<file path="config.mk">
export PLATFORM = sky130hd
export DESIGN_NAME = motor_cmd_sender_flat
export DESIGN_NICKNAME = d
export VERILOG_FILES = /design/src/rtl/motor_link_pkg.sv /design/src/rtl/motor_cmd_sender_if.sv /design/src/rtl/motor_status_parser.sv /design/src/rtl/motor_cmd_sender.sv /design/src/flat_wrapper.sv
export SDC_FILE = /design/constraint.sdc
export NUM_CORES = 1
export LEC_CHECK = 0
export ABC_AREA = 1
export CAP_MARGIN = 40
export CORE_MARGIN = 2
export CORE_UTILIZATION = 40
export DETAILED_ROUTE_END_ITERATION = 6
export PLACE_DENSITY = 0.53
export SLEW_MARGIN = 10
export SYNTH_ARGS = -nofsm -noshare
export SYNTH_HDL_FRONTEND = slang
export SYNTH_SLANG_ARGS = --single-unit
</file>
<file path="constraint.sdc">
create_clock -name CLK_SE_AR -period 5.7 [get_ports CLK_SE_AR]
set_input_delay 1.14 -clock CLK_SE_AR [delete_from_list [all_inputs] [get_ports CLK_SE_AR]]
set_output_delay 1.14 -clock CLK_SE_AR [all_outputs]
set_load 0.05 [all_outputs]
</file>
<file path="src/rtl/motor_link_pkg.sv">
// Shared constants, FSM state type and frame byte selection for the motor command link.
package motor_link_pkg;

  localparam int unsigned NUM_MOTORS_MAX = 10;
  localparam int unsigned FRAME_BYTES    = 5;
  localparam int unsigned DIV_W          = 15;
  localparam int unsigned STEPS_W        = 17;
  localparam int unsigned WORD_W         = DIV_W + STEPS_W;
  localparam int unsigned PART_BIT       = 7;
  localparam int unsigned FLAGS_W        = 5;

  typedef enum logic [2:0] {
    StIdle,
    StLoad,
    StBusyHi,
    StBusyLo,
    StGap
  } senderState_e;

  // Byte 0 carries the motor index, bytes 1..4 the word least-significant byte first.
  function automatic logic [7:0] frameByte(input logic [2:0]        idx,
                                           input logic [3:0]        motor,
                                           input logic [WORD_W-1:0] word);
    logic [7:0] b;
    case (idx)
      3'd0:    b = {4'h0, motor};
      3'd1:    b = word[7:0];
      3'd2:    b = word[15:8];
      3'd3:    b = word[23:16];
      3'd4:    b = word[31:24];
      default: b = 8'h00;
    endcase
    return b;
  endfunction

endpackage

</file>
<file path="src/rtl/motor_cmd_sender_if.sv">
// Host command handshake between the sequencer (master) and the frame sender (slave).
interface motor_cmd_sender_if;
  import motor_link_pkg::*;

  logic               cmd_valid;
  logic               cmd_ready;
  logic [3:0]         cmd_motor;
  logic [DIV_W-1:0]   cmd_divider;
  logic [STEPS_W-1:0] cmd_steps;
  logic               cmd_reject;

  modport master (
    output cmd_valid, cmd_motor, cmd_divider, cmd_steps,
    input  cmd_ready, cmd_reject
  );

  modport slave (
    input  cmd_valid, cmd_motor, cmd_divider, cmd_steps,
    output cmd_ready, cmd_reject
  );

endinterface

</file>
<file path="src/rtl/motor_status_parser.sv">
// Turns CPLD status bytes into the pending vector and a one-cycle update strobe.
module motor_status_parser
  import motor_link_pkg::*;
(
  input  logic                      CLK_SE_AR,
  input  logic                      rst_n,
  input  logic                      rx_ready,
  input  logic [7:0]                rx_data,
  output logic [NUM_MOTORS_MAX-1:0] pending,
  output logic                      status_err,
  output logic                      statusValid,
  output logic                      statusPart,
  output logic [FLAGS_W-1:0]        statusFlags
);

  logic rxPrev;
  logic rxEdge;
  logic malformed;

  assign rxEdge      = rx_ready & ~rxPrev;
  assign malformed   = (rx_data[6:5] != 2'b00);
  assign statusValid = rxEdge & ~malformed;
  assign statusPart  = rx_data[PART_BIT];
  assign statusFlags = rx_data[FLAGS_W-1:0];

  always_ff @(posedge CLK_SE_AR or negedge rst_n) begin
    if (!rst_n) begin
      rxPrev     <= 1'b0;
      status_err <= 1'b0;
      pending    <= '0;
    end else begin
      rxPrev     <= rx_ready;
      status_err <= rxEdge & malformed;
      if (statusValid) begin
        if (statusPart) pending[2*FLAGS_W-1:FLAGS_W] <= statusFlags;
        else            pending[FLAGS_W-1:0]         <= statusFlags;
      end
    end
  end

endmodule

</file>
<file path="src/rtl/motor_cmd_sender.sv">
// Serializes host step commands into 5-byte UART frames and flow-controls them against
// the CPLD's reported slot occupancy plus the locally tracked unconfirmed commands.
module motor_cmd_sender
  import motor_link_pkg::*;
#(
  parameter int unsigned NUM_MOTORS  = 10,
  parameter int unsigned BYTE_GAP    = 16,
  parameter logic [23:0] ACK_TIMEOUT = 24'd2400000
) (
  input  logic                      CLK_SE_AR,
  input  logic                      rst_n,
  motor_cmd_sender_if.slave         cmdIf,
  output logic                      tx_start,
  output logic [7:0]                tx_data,
  input  logic                      tx_busy,
  input  logic                      rx_ready,
  input  logic [7:0]                rx_data,
  output logic [NUM_MOTORS_MAX-1:0] pending,
  output logic [NUM_MOTORS_MAX-1:0] inflight,
  output logic                      cmd_lost,
  output logic                      status_err
);

  localparam int unsigned      GAP_W    = $clog2(BYTE_GAP + 1);
  localparam logic [GAP_W-1:0] GAP_LAST = GAP_W'(BYTE_GAP - 1);
  localparam logic [2:0]       LAST_IDX = 3'(FRAME_BYTES - 1);

  senderState_e              state;
  logic [2:0]                byteIdx;
  logic [GAP_W-1:0]          gapCnt;
  logic [3:0]                motorQ;
  logic [WORD_W-1:0]         wordQ;
  logic [23:0]               ackTimer [NUM_MOTORS_MAX];

  logic                      statusValid;
  logic                      statusPart;
  logic [FLAGS_W-1:0]        statusFlags;
  logic [NUM_MOTORS_MAX-1:0] confirm;
  logic [NUM_MOTORS_MAX-1:0] expire;
  logic [15:0]               slotBusy;
  logic                      motorBad;
  logic                      accept;
  logic                      frameDone;

  motor_status_parser u_parser (
    .CLK_SE_AR   (CLK_SE_AR),
    .rst_n       (rst_n),
    .rx_ready    (rx_ready),
    .rx_data     (rx_data),
    .pending     (pending),
    .status_err  (status_err),
    .statusValid (statusValid),
    .statusPart  (statusPart),
    .statusFlags (statusFlags)
  );

  // Out-of-range motors are consumed through the reject path and never index the slots.
  assign slotBusy         = 16'(pending | inflight);
  assign motorBad         = 32'(cmdIf.cmd_motor) >= NUM_MOTORS;
  assign cmdIf.cmd_ready  = cmdIf.cmd_valid && (state == StIdle) &&
                            (motorBad || !slotBusy[cmdIf.cmd_motor]);
  assign cmdIf.cmd_reject = cmdIf.cmd_ready & motorBad;
  assign accept           = cmdIf.cmd_ready & ~motorBad;
  assign frameDone        = (state == StGap) && (gapCnt == GAP_LAST) && (byteIdx == LAST_IDX);

  always_ff @(posedge CLK_SE_AR or negedge rst_n) begin
    if (!rst_n) begin
      state    <= StIdle;
      tx_start <= 1'b0;
      tx_data  <= 8'h00;
      byteIdx  <= 3'd0;
      gapCnt   <= '0;
      motorQ   <= 4'd0;
      wordQ    <= '0;
    end else begin
      tx_start <= 1'b0;
      unique case (state)
        StIdle: begin
          if (accept) begin
            motorQ   <= cmdIf.cmd_motor;
            wordQ    <= {cmdIf.cmd_steps, cmdIf.cmd_divider};
            byteIdx  <= 3'd0;
            tx_data  <= frameByte(3'd0, cmdIf.cmd_motor, '0);
            tx_start <= 1'b1;
            state    <= StLoad;
          end
        end
        StLoad:   state <= StBusyHi;
        StBusyHi: if (tx_busy) state <= StBusyLo;
        StBusyLo: begin
          if (!tx_busy) begin
            gapCnt <= '0;
            state  <= StGap;
          end
        end
        StGap: begin
          if (gapCnt != GAP_LAST) begin
            gapCnt <= gapCnt + 1'b1;
          end else if (byteIdx == LAST_IDX) begin
            state <= StIdle;
          end else begin
            byteIdx  <= byteIdx + 3'd1;
            tx_data  <= frameByte(byteIdx + 3'd1, motorQ, wordQ);
            tx_start <= 1'b1;
            state    <= StLoad;
          end
        end
        default: state <= StIdle;
      endcase
    end
  end

  // A status flag of 1 confirms the slot, and beats both a timeout and a same-cycle set.
  always_comb begin
    confirm = '0;
    if (statusValid) begin
      confirm = statusPart ? {statusFlags, {FLAGS_W{1'b0}}} : {{FLAGS_W{1'b0}}, statusFlags};
    end
    expire = '0;
    for (int m = 0; m < NUM_MOTORS_MAX; m++) begin
      expire[m] = inflight[m] && (ackTimer[m] == 24'd0) && !confirm[m];
    end
  end

  always_ff @(posedge CLK_SE_AR or negedge rst_n) begin
    if (!rst_n) begin
      inflight <= '0;
      cmd_lost <= 1'b0;
      for (int m = 0; m < NUM_MOTORS_MAX; m++) ackTimer[m] <= 24'd0;
    end else begin
      cmd_lost <= |expire;
      for (int m = 0; m < NUM_MOTORS_MAX; m++) begin
        if (confirm[m] || expire[m]) begin
          inflight[m] <= 1'b0;
        end else if (frameDone && (motorQ == 4'(m))) begin
          inflight[m] <= 1'b1;
          ackTimer[m] <= ACK_TIMEOUT - 24'd1;
        end else if (inflight[m] && (ackTimer[m] != 24'd0)) begin
          ackTimer[m] <= ackTimer[m] - 24'd1;
        end
      end
    end
  end

endmodule

</file>
<file path="src/flat_wrapper.sv">
// flat-port wrapper written by rule: the top's interface ports become plain ports
module motor_cmd_sender_flat import motor_link_pkg::*;
#(
  parameter int unsigned NUM_MOTORS  = 10,
  parameter int unsigned BYTE_GAP    = 16,
  parameter logic [23:0] ACK_TIMEOUT = 24'd2400000
)
  (CLK_SE_AR, rst_n, tx_start, tx_data, tx_busy, rx_ready, rx_data, pending, inflight, cmd_lost, status_err, cmdIf_cmd_valid, cmdIf_cmd_motor, cmdIf_cmd_divider, cmdIf_cmd_steps, cmdIf_cmd_ready, cmdIf_cmd_reject);
  motor_cmd_sender_if cmdIf_i ();
  input  logic CLK_SE_AR;
  input  logic rst_n;
  output logic tx_start;
  output logic [7:0] tx_data;
  input  logic tx_busy;
  input  logic rx_ready;
  input  logic [7:0] rx_data;
  output logic [NUM_MOTORS_MAX-1:0] pending;
  output logic [NUM_MOTORS_MAX-1:0] inflight;
  output logic cmd_lost;
  output logic status_err;
  input wire logic [$bits(cmdIf_i.cmd_valid)-1:0] cmdIf_cmd_valid;
  input wire logic [$bits(cmdIf_i.cmd_motor)-1:0] cmdIf_cmd_motor;
  input wire logic [$bits(cmdIf_i.cmd_divider)-1:0] cmdIf_cmd_divider;
  input wire logic [$bits(cmdIf_i.cmd_steps)-1:0] cmdIf_cmd_steps;
  output wire logic [$bits(cmdIf_i.cmd_ready)-1:0] cmdIf_cmd_ready;
  output wire logic [$bits(cmdIf_i.cmd_reject)-1:0] cmdIf_cmd_reject;
  assign cmdIf_i.cmd_valid = cmdIf_cmd_valid;
  assign cmdIf_i.cmd_motor = cmdIf_cmd_motor;
  assign cmdIf_i.cmd_divider = cmdIf_cmd_divider;
  assign cmdIf_i.cmd_steps = cmdIf_cmd_steps;
  assign cmdIf_cmd_ready = cmdIf_i.cmd_ready;
  assign cmdIf_cmd_reject = cmdIf_i.cmd_reject;
  motor_cmd_sender #(.NUM_MOTORS(NUM_MOTORS), .BYTE_GAP(BYTE_GAP), .ACK_TIMEOUT(ACK_TIMEOUT)) u_core (.CLK_SE_AR(CLK_SE_AR), .rst_n(rst_n), .cmdIf(cmdIf_i), .tx_start(tx_start), .tx_data(tx_data), .tx_busy(tx_busy), .rx_ready(rx_ready), .rx_data(rx_data), .pending(pending), .inflight(inflight), .cmd_lost(cmd_lost), .status_err(status_err));
endmodule
</file>
==> summary.log, run 1 <==
INFO  layout         postLayoutCoreUtil=46.66%
INFO  worst_setup_path crit_path_max_fo=28
INFO  layout         area_growth=15.04%
INFO  clock_network  tritoncts_num_sinks=319
INFO  logic_synthesis ys_warnings=0
INFO  logic_synthesis syn-num-nets=2679
INFO  logic_synthesis yosys_most_used_dff=sky130_fd_sc_hd__dfrtp_1
INFO  timing         setup_viol=0
INFO  floorplan      core-area=0.04665sqmm
INFO  routing        firstDrtPassIters=7
INFO  place          dpl.hpwl=37.04mm
INFO  global_routing antenna_found_initial=7
INFO  clock_network  worst_setup_hold_path_clk_slew=0.06ns
INFO  clock_network  clock_tree.htree_level_count=2
INFO  logic_synthesis ys_ff_latch=319
INFO  logic_synthesis synth_area_per_cell=7.269squm
INFO  logic_synthesis synth_area_leaders=sky130_fd_sc_hd__dfrtp_1, sky130_fd_sc_hd__nand2_1, sky130_fd_sc_hd__o21ai_0
INFO  worst_setup_path reg2reg_setup_slack=2.46ns
INFO  place          port_buffers=81
INFO  worst_setup_path cp-startpoint=cmdIf_cmd_motor[1]
INFO  timing         max_slew.worst_pin.slew=0.8905ns
INFO  routing        dr_iter_0_viols=1191
INFO  clock_network  ctsResizeCount=0
INFO  place          gpl.final_weighted_congestion=0.8982
INFO  clock_network  cts_max_path_buffers=3
INFO  global_routing grt_first_pass_wirelength=84.67mm
INFO  global_routing number_of_global_route_vias_before_repair=16180
INFO  worst_setup_path cp.arrival=3.12ns
INFO  floorplan      pin_count=82
INFO  place          dpl_worst_slack=1.433ns
INFO  routing        finalWirelength=50.92mm
INFO  logic_synthesis synthesis.instances=2603
INFO  worst_setup_path timing.rr.start=u_core.byteIdx[0]$_DFFE_PN0P_
INFO  global_routing globalRoute.totalOverflow=0
INFO  pwr            irDropWorstVdd=0.0002037V
INFO  timing         post-route-worst-setup-slack=1.441ns
INFO  clock_network  hold_buffers=0
INFO  worst_setup_path worst-endpoint-required=4.56ns
INFO  timing         final.setup_skew=0.02390ns
INFO  logic_synthesis yosys.cell_count.top_type=sky130_fd_sc_hd__nand2_1
INFO  logic_synthesis netlist_area=0.01892sqmm
INFO  logic_synthesis synth_top_cell_area_share=42.19%
INFO  min_path       min_delay_path_depth=1
INFO  logic_synthesis netlist_top_cells_count=sky130_fd_sc_hd__nand2_1, sky130_fd_sc_hd__nor2_1, sky130_fd_sc_hd__dfrtp_1
INFO  logic_synthesis synth_cell_types=46
INFO  routing        drt-wirelength-per-cell=15.34um
INFO  routing        via_count=16740
INFO  layout         drive_above_1_share=4.430%
INFO  global_routing global_route.usage.total=20.98%
INFO  outcome        status=complete, but fails checks
INFO  logic_synthesis synth_edf_count=0
INFO  timing         timing.final.hold_violations=0
INFO  floorplan      die_height=221.5um
INFO  routing        drt.antenna.violating_nets=0
INFO  routing        post-route-drc-count=8
INFO  pwr            powerDensity=283.0mW/mm^2
INFO  clock_network  insertion_delay=0.57ns
INFO  timing         max_freq=0.2348GHz
INFO  clock_network  postCtsSetupBuffers=0
INFO  job            cap_viol_max_count=0
INFO  timing         timing.setup.tns=0ns
INFO  worst_setup_path regToRegEndpoint=u_core.ackTimer[7]$_DFFE_PN0P_
INFO  logic_synthesis ys_async_sr_fraction=100.0%
INFO  timing         slew_headroom=40.63%
INFO  routing        vias_per_cell=5.045
INFO  timing         rsz0062_at_grt=no
INFO  min_path       hp-class=reg -> reg
INFO  floorplan      initial_core_util=40.56%
INFO  layout         layout.nets=2756
INFO  timing         min_period_over_period=74.71%
INFO  logic_synthesis synth.largest_area_cell=sky130_fd_sc_hd__dfrtp_1
INFO  global_routing grt_max_degree=127
INFO  floorplan      core.rowCount=79
INFO  outcome        violated_checks=design-rule violations
INFO  clock_network  cts-root-buf=sky130_fd_sc_hd__clkbuf_16
INFO  timing         post-route-min-period=4.259ns
INFO  floorplan      design.die.area=0.04906sqmm
INFO  timing         drv_slew=0
INFO  worst_setup_path setup.worst_path.class=in -> out
INFO  clock_network  cts_buffers=40
INFO  clock_network  tritoncts=built
INFO  logic_synthesis ys_seq_area_share=42.19%
INFO  worst_setup_path worst_setup_path_start_kind=input pin
INFO  pwr            total_leakage_power=10.48nW
INFO  worst_setup_path r2r_cells=11
INFO  worst_setup_path worstSetupEndpointType=primary output
INFO  worst_setup_path worst_setup_endpoint=cmdIf_cmd_reject
INFO  floorplan      die_w=221.5um
## worst min path at each step
stage                                                start                              endpoint  slack (ns)
after floorplan           u_core.u_parser.rxPrev$_DFF_PN0_  u_core.u_parser.status_err$_DFF_PN0_        0.41
final                     u_core.u_parser.rxPrev$_DFF_PN0_  u_core.u_parser.status_err$_DFF_PN0_        0.43
after detailed placement  u_core.u_parser.rxPrev$_DFF_PN0_  u_core.u_parser.status_err$_DFF_PN0_        0.43
after global routing      u_core.u_parser.rxPrev$_DFF_PN0_  u_core.u_parser.status_err$_DFF_PN0_        0.46
after CTS                 u_core.u_parser.rxPrev$_DFF_PN0_  u_core.u_parser.status_err$_DFF_PN0_        0.44
after global placement    u_core.u_parser.rxPrev$_DFF_PN0_  u_core.u_parser.status_err$_DFF_PN0_        0.44
## where the power goes
part | internal (mW) | switching, mW
Sequential | 2.44 | 0.124
Clock | 1.72 | 1.04
Combinational | 0.258 | 0.575
Total | 4.42 | 1.74
## final cells by class
class / instances / area [sq um]
inverter: 283 / 1064
antenna: 3 / 7.507
clock inverter: 16 / 247.7
timing repair buffer: 97 / 958.4
multi-input combinational: 1939 / 9569
tap: 607 / 759.5
fill: 4714 / 24890
sequential: 319 / 7983
clock buffer: 55 / 1180
## worst max-delay path: stages
cell                              delay [ns]
sky130_fd_sc_hd__clkdlybuf4s50_1        0.59
sky130_fd_sc_hd__o21ai_2                0.09
sky130_fd_sc_hd__buf_4                  0.25
sky130_fd_sc_hd__nor3_1                 0.21
sky130_fd_sc_hd__clkdlybuf4s50_1        0.84
## metrics by stage
stage | area, sq um | hold slack [ns] | cells | power, mW
after floorplan | 18920 | 0.4105 | 2603 | 3.091
after global placement | 20320 | 0.4385 | 3243 | 3.438
after detailed placement | 20330 | 0.4343 | 3244 | 3.450
after CTS | 21750 | 0.4411 | 3315 | 6.247
after global routing | 21760 | 0.4556 | 3317 | 6.449
final | 21770 | 0.4330 | 3319 | 6.160
## cell usage in the layout, fill, tap and decap left out, types with 8 or more instances in the layout
master / synthesis / final
sky130_fd_sc_hd__a21oi_1: 19 / 19
sky130_fd_sc_hd__buf_4: 7 / 15
sky130_fd_sc_hd__clkbuf_16: 0 / 42
sky130_fd_sc_hd__clkbuf_8: 0 / 8
sky130_fd_sc_hd__clkdlybuf4s50_1: 0 / 79
sky130_fd_sc_hd__clkinv_2: 1 / 8
sky130_fd_sc_hd__dfrtp_1: 319 / 319
sky130_fd_sc_hd__ha_1: 27 / 27
sky130_fd_sc_hd__inv_1: 275 / 275
sky130_fd_sc_hd__nand2_1: 648 / 648
sky130_fd_sc_hd__nand3_1: 183 / 182
sky130_fd_sc_hd__nand4_1: 44 / 44
sky130_fd_sc_hd__nor2_1: 395 / 395
sky130_fd_sc_hd__nor3_1: 54 / 52
sky130_fd_sc_hd__o21ai_0: 299 / 299
sky130_fd_sc_hd__o21ai_1: 26 / 25
sky130_fd_sc_hd__o31ai_1: 9 / 9
sky130_fd_sc_hd__xnor2_1: 19 / 19
sky130_fd_sc_hd__xor2_1: 167 / 167
## registers in the layout, indices dropped and copies added, names as in the netlist
register / cells
u_core.byteIdx: 3
u_core.ackTimer: 240
u_core.u_parser.pending: 10
u_core.u_parser.rxPrev: 1
u_core.inflight: 10
u_core.cmd_lost: 1
u_core.state: 3
u_core.tx_start: 1
u_core.gapCnt: 5
u_core.motorQ: 4
u_core.wordQ: 32
u_core.tx_data: 8
u_core.u_parser.status_err: 1
## cells by family after synthesis
group	count (synthesis)	synth area share [%]
fa+ha+maj	27	1.785
simple gates	1357	29.94
compound gates	368	10.08
xor+xnor	186	8.609
mux	1	0.05290
flops	319	42.19
buf+inv	345	7.340
## layer usage
layer  part of all wire [%]  track usage, %
met3                    5.3           3.618
met2                     45           33.59
met4                    2.0           5.841
met5                  0.073               0
met1                     47           29.31
Power figures use the tool's default switching activity.
==> run 2: changes to the inputs <==
Settings changed: PLACE_DENSITY 0.53 to 0.55.
Clock period 5.7 ns to 3.6 ns, I/O delays scaled along.
==> summary.log, run 2 (synthesized netlist as in run 1, its figures left out) <==
INFO  outcome        status=complete, but fails checks
INFO  outcome        violated_checks=design-rule violations
INFO  clock_network  postCtsSetupBuffers=0 [unchanged]
INFO  worst_setup_path crit_path_max_fo=5 [-82%]
INFO  clock_network  hold_buffers=0 [unchanged]
INFO  clock_network  cts-root-buf=sky130_fd_sc_hd__clkbuf_16
INFO  layout         biggestRegsByFlops=u_core.ackTimer: 240 flops, u_core.wordQ: 32 flops
INFO  global_routing number_of_global_route_vias_before_repair=16690 [+3.1%]
INFO  layout         layout.filler_cells=4740 [+0.55%]
INFO  pwr            switchingPower=2.705mW [+55%]
INFO  timing         timing.final.hold_violations=0 [unchanged]
INFO  clock_network  cts_buffers=40 [unchanged]
INFO  global_routing global_route.usage.total=21.20% [+0.22 points]
INFO  pwr            power_frac_comb=13.8% [+0.3 points]
INFO  worst_setup_path timing.critical_path.slowest_stage_cell=sky130_fd_sc_hd__clkdlybuf4s50_1
INFO  clock_network  insertion_delay=0.57ns [about the same]
INFO  timing         slew_headroom=47.24% [+6.6 points]
INFO  worst_setup_path crit_buf_inv=3 [unchanged]
INFO  global_routing grt_max_degree=74 [-42%]
INFO  pwr            power.sequential.fraction=42.8% [+1.1 points]
INFO  worst_setup_path worstSetupEndpointType=primary output
INFO  clock_network  tritoncts_num_sinks=319 [unchanged]
INFO  global_routing globalRoute.totalOverflow=0 [unchanged]
INFO  layout         area_growth=15.53%
INFO  timing         drv_slew=0 [unchanged]
INFO  pwr            powerDensity=436.1mW/mm^2 [+54%]
INFO  worst_setup_path path_common_cell=sky130_fd_sc_hd__nand3_1
INFO  timing         timing.setup.tns=0ns [unchanged]
INFO  floorplan      core.rowCount=79 [unchanged]
INFO  job            cap_viol_max_count=0 [unchanged]
INFO  floorplan      pin_count=82 [unchanged]
INFO  routing        firstDrtPassIters=7 [unchanged]
INFO  clock_network  clock_tree.htree_level_count=2 [unchanged]
INFO  clock_network  cts_max_path_buffers=3 [unchanged]
INFO  timing         min_period_over_period=84.57%
INFO  min_path       hp-class=in -> async
INFO  worst_setup_path regToRegEndpoint=u_core.ackTimer[183]$_DFFE_PN0P_
INFO  worst_setup_path worst-endpoint-required=2.88ns [-1.68 ns]
INFO  worst_setup_path reg2reg_setup_slack=0.82ns [-1.64 ns]
INFO  timing         rsz0062_at_grt=no
INFO  pwr            pwr-share-clk=43.5% [-1.3 points]
INFO  pwr            total_leakage_power=10.54nW [+0.61%]
INFO  worst_setup_path cp_slowest_stage_delay=0.58ns [-0.26 ns]
INFO  timing         max_slew.worst_pin.slew=0.7870ns [-0.1035 ns]
INFO  timing         finalHoldWorstSlack=0.1291ns [-0.3039 ns]
INFO  layout         multiInputGateArea=0.009569sqmm [unchanged]
INFO  floorplan      design.die.area=0.04906sqmm [unchanged]
INFO  floorplan      initial_core_util=40.56% [unchanged]
INFO  clock_network  worst_setup_hold_path_clk_slew=0.05ns [about the same]
INFO  timing         final.setup_skew=0.01880ns [-0.005102 ns]
INFO  clock_network  ctsResizeCount=0 [unchanged]
INFO  worst_setup_path timing.rr.start=u_core.gapCnt[0]$_DFFE_PN0P_
INFO  layout         layout.nets=2774 [+0.65%]
INFO  timing         post-route-min-period=3.045ns
INFO  layout         layout_commonest_cell=sky130_fd_sc_hd__nand2_1
INFO  pwr            irDropWorstVdd=0.0003235V [+59%]
INFO  clock_network  tritoncts=built
INFO  timing         setup_viol=0 [unchanged]
INFO  layout         layout_common_cells=sky130_fd_sc_hd__nand2_1, sky130_fd_sc_hd__nor2_1, sky130_fd_sc_hd__dfrtp_1
INFO  layout         postLayoutCoreUtil=46.86% [+0.20 points]
INFO  layout         seq_area=0.007983sqmm [unchanged]
INFO  layout         largest_register=u_core.ackTimer
INFO  worst_setup_path cp.arrival=2.32ns [-0.80 ns]
INFO  routing        dr_iter_0_viols=1119 [-6.0%]
INFO  place          port_buffers=81 [unchanged]
INFO  place          dpl.hpwl=37.59mm [+1.5%]
INFO  routing        vias_per_cell=5.080 [+0.69%]
INFO  routing        drt-wirelength-per-cell=15.39um [+0.31%]
INFO  global_routing grt_first_pass_wirelength=85.62mm [+1.1%]
INFO  worst_setup_path worst_setup_path_start_kind=input pin
INFO  routing        finalWirelength=51.34mm [+0.82%]
INFO  worst_setup_path setup.worst_path.class=in -> out
INFO  place          gpl.final_weighted_congestion=0.9145 [+1.8%]
INFO  timing         max_freq=0.3285GHz
INFO  floorplan      die_w=221.5um [unchanged]
INFO  worst_setup_path critical_path.top_delay_family=buffers and inverters
INFO  worst_setup_path r2r_cells=11 [unchanged]
INFO  routing        post-route-drc-count=4 [-4]
INFO  routing        drt.antenna.violating_nets=0 [unchanged]
INFO  layout         drive_above_1_share=4.881% [+0.45 points]
INFO  floorplan      die_height=221.5um [unchanged]
INFO  pwr            p_sw_share=28.37% [+0.13 points]
INFO  global_routing antenna_found_initial=5 [-2]
INFO  floorplan      core-area=0.04665sqmm [unchanged]
INFO  layout         largest_reg_flops=240 [unchanged]
INFO  pwr            cell_internal_pwr=6.828mW [+54%]
INFO  routing        via_count=16950 [+1.2%]
INFO  worst_setup_path crit_path_cell_trace=clkdlybuf4s50_1 -> inv_1 -> nor2_1 -> nand2_1 -> nand3_1 -> nand3_1 -> a21oi_2 -> buf_12
[run 2: cell types whose count changed in the layout (fill, tap and decap cells not counted)]
cell / before / now
sky130_fd_sc_hd__bufinv_16: 6 / 4
sky130_fd_sc_hd__clkinv_8: 1 / 0
sky130_fd_sc_hd__clkdlybuf4s50_1: 79 / 78
sky130_fd_sc_hd__inv_6: 0 / 2
sky130_fd_sc_hd__buf_12: 2 / 6
sky130_fd_sc_hd__clkinv_2: 8 / 5
sky130_fd_sc_hd__clkbuf_16: 42 / 41
sky130_fd_sc_hd__diode_2: 3 / 4
sky130_fd_sc_hd__clkinv_4: 1 / 0
sky130_fd_sc_hd__buf_4: 15 / 30
sky130_fd_sc_hd__clkbuf_1: 5 / 9
[run 2: per-layer routing]
metal | vias to the layer above | track usage, % | routed length [um]
li1 | 8546 | - | -
met4 | 2 | 6.997 | 1441
met1 | 8026 | 28.19 | 24060
met2 | 291 | 35.05 | 23460
met3 | 81 | 3.803 | 2363
met5 | - | 0 | 14
[run 2: area by class of cell]
cell class                 instances  area share (%)
multi-input combinational       1939           43.77
sequential                       319           36.52
clock buffer                      58           5.351
timing repair buffer             115           5.220
inverter                         283           4.865
tap                              607           3.474
clock inverter                    11          0.7555
antenna                            4         0.04579
[run 2: worst reg2reg max path, delay by kind of cell (launching register included)]
kind                     cells  cell delay [ns]
flip-flops                   1             0.38
adder cells (fa/ha/maj)      2             0.42
AND/OR/NAND/NOR              4             0.74
buffers and inverters        2             0.39
AO/OA/AOI/OAI                3             0.75
[run 2: worst max path at each step]
stage,from,cells past startpoint,slack [ns],end
floorplan,cmdIf_cmd_motor[1],3,0.69,cmdIf_cmd_reject
global placement,cmdIf_cmd_motor[1],8,0.59,cmdIf_cmd_ready
detailed placement,cmdIf_cmd_motor[1],8,0.58,cmdIf_cmd_ready
CTS,cmdIf_cmd_motor[1],8,0.58,cmdIf_cmd_ready
global route,cmdIf_cmd_motor[1],8,0.47,cmdIf_cmd_ready
finish,cmdIf_cmd_motor[1],8,0.56,cmdIf_cmd_ready
[run 2: power groups by stage]
stage                     clock (mW)  sequential (mW)  combinational [mW]
after floorplan                    0             4.28               0.619
after global placement             0             4.14                1.32
after detailed placement           0             4.14                1.32
after CTS                       4.27             4.08                1.33
after global routing            4.39             4.11                1.46
final                           4.14             4.08                1.31
[run 2: per-stage QoR]
step           total power [mW]  instances  instance area, sq um  setup slack [ns]
6_report                  9.534       3336                 21860            0.5554
5_1_grt                   9.966       3333                 21850            0.4678
4_1_cts                   9.676       3332                 21850            0.5752
3_5_place_dp              5.463       3263                 20520            0.5811
3_3_place_gp              5.460       3263                 20520            0.5948
2_1_floorplan             4.894       2603                 18920            0.6869
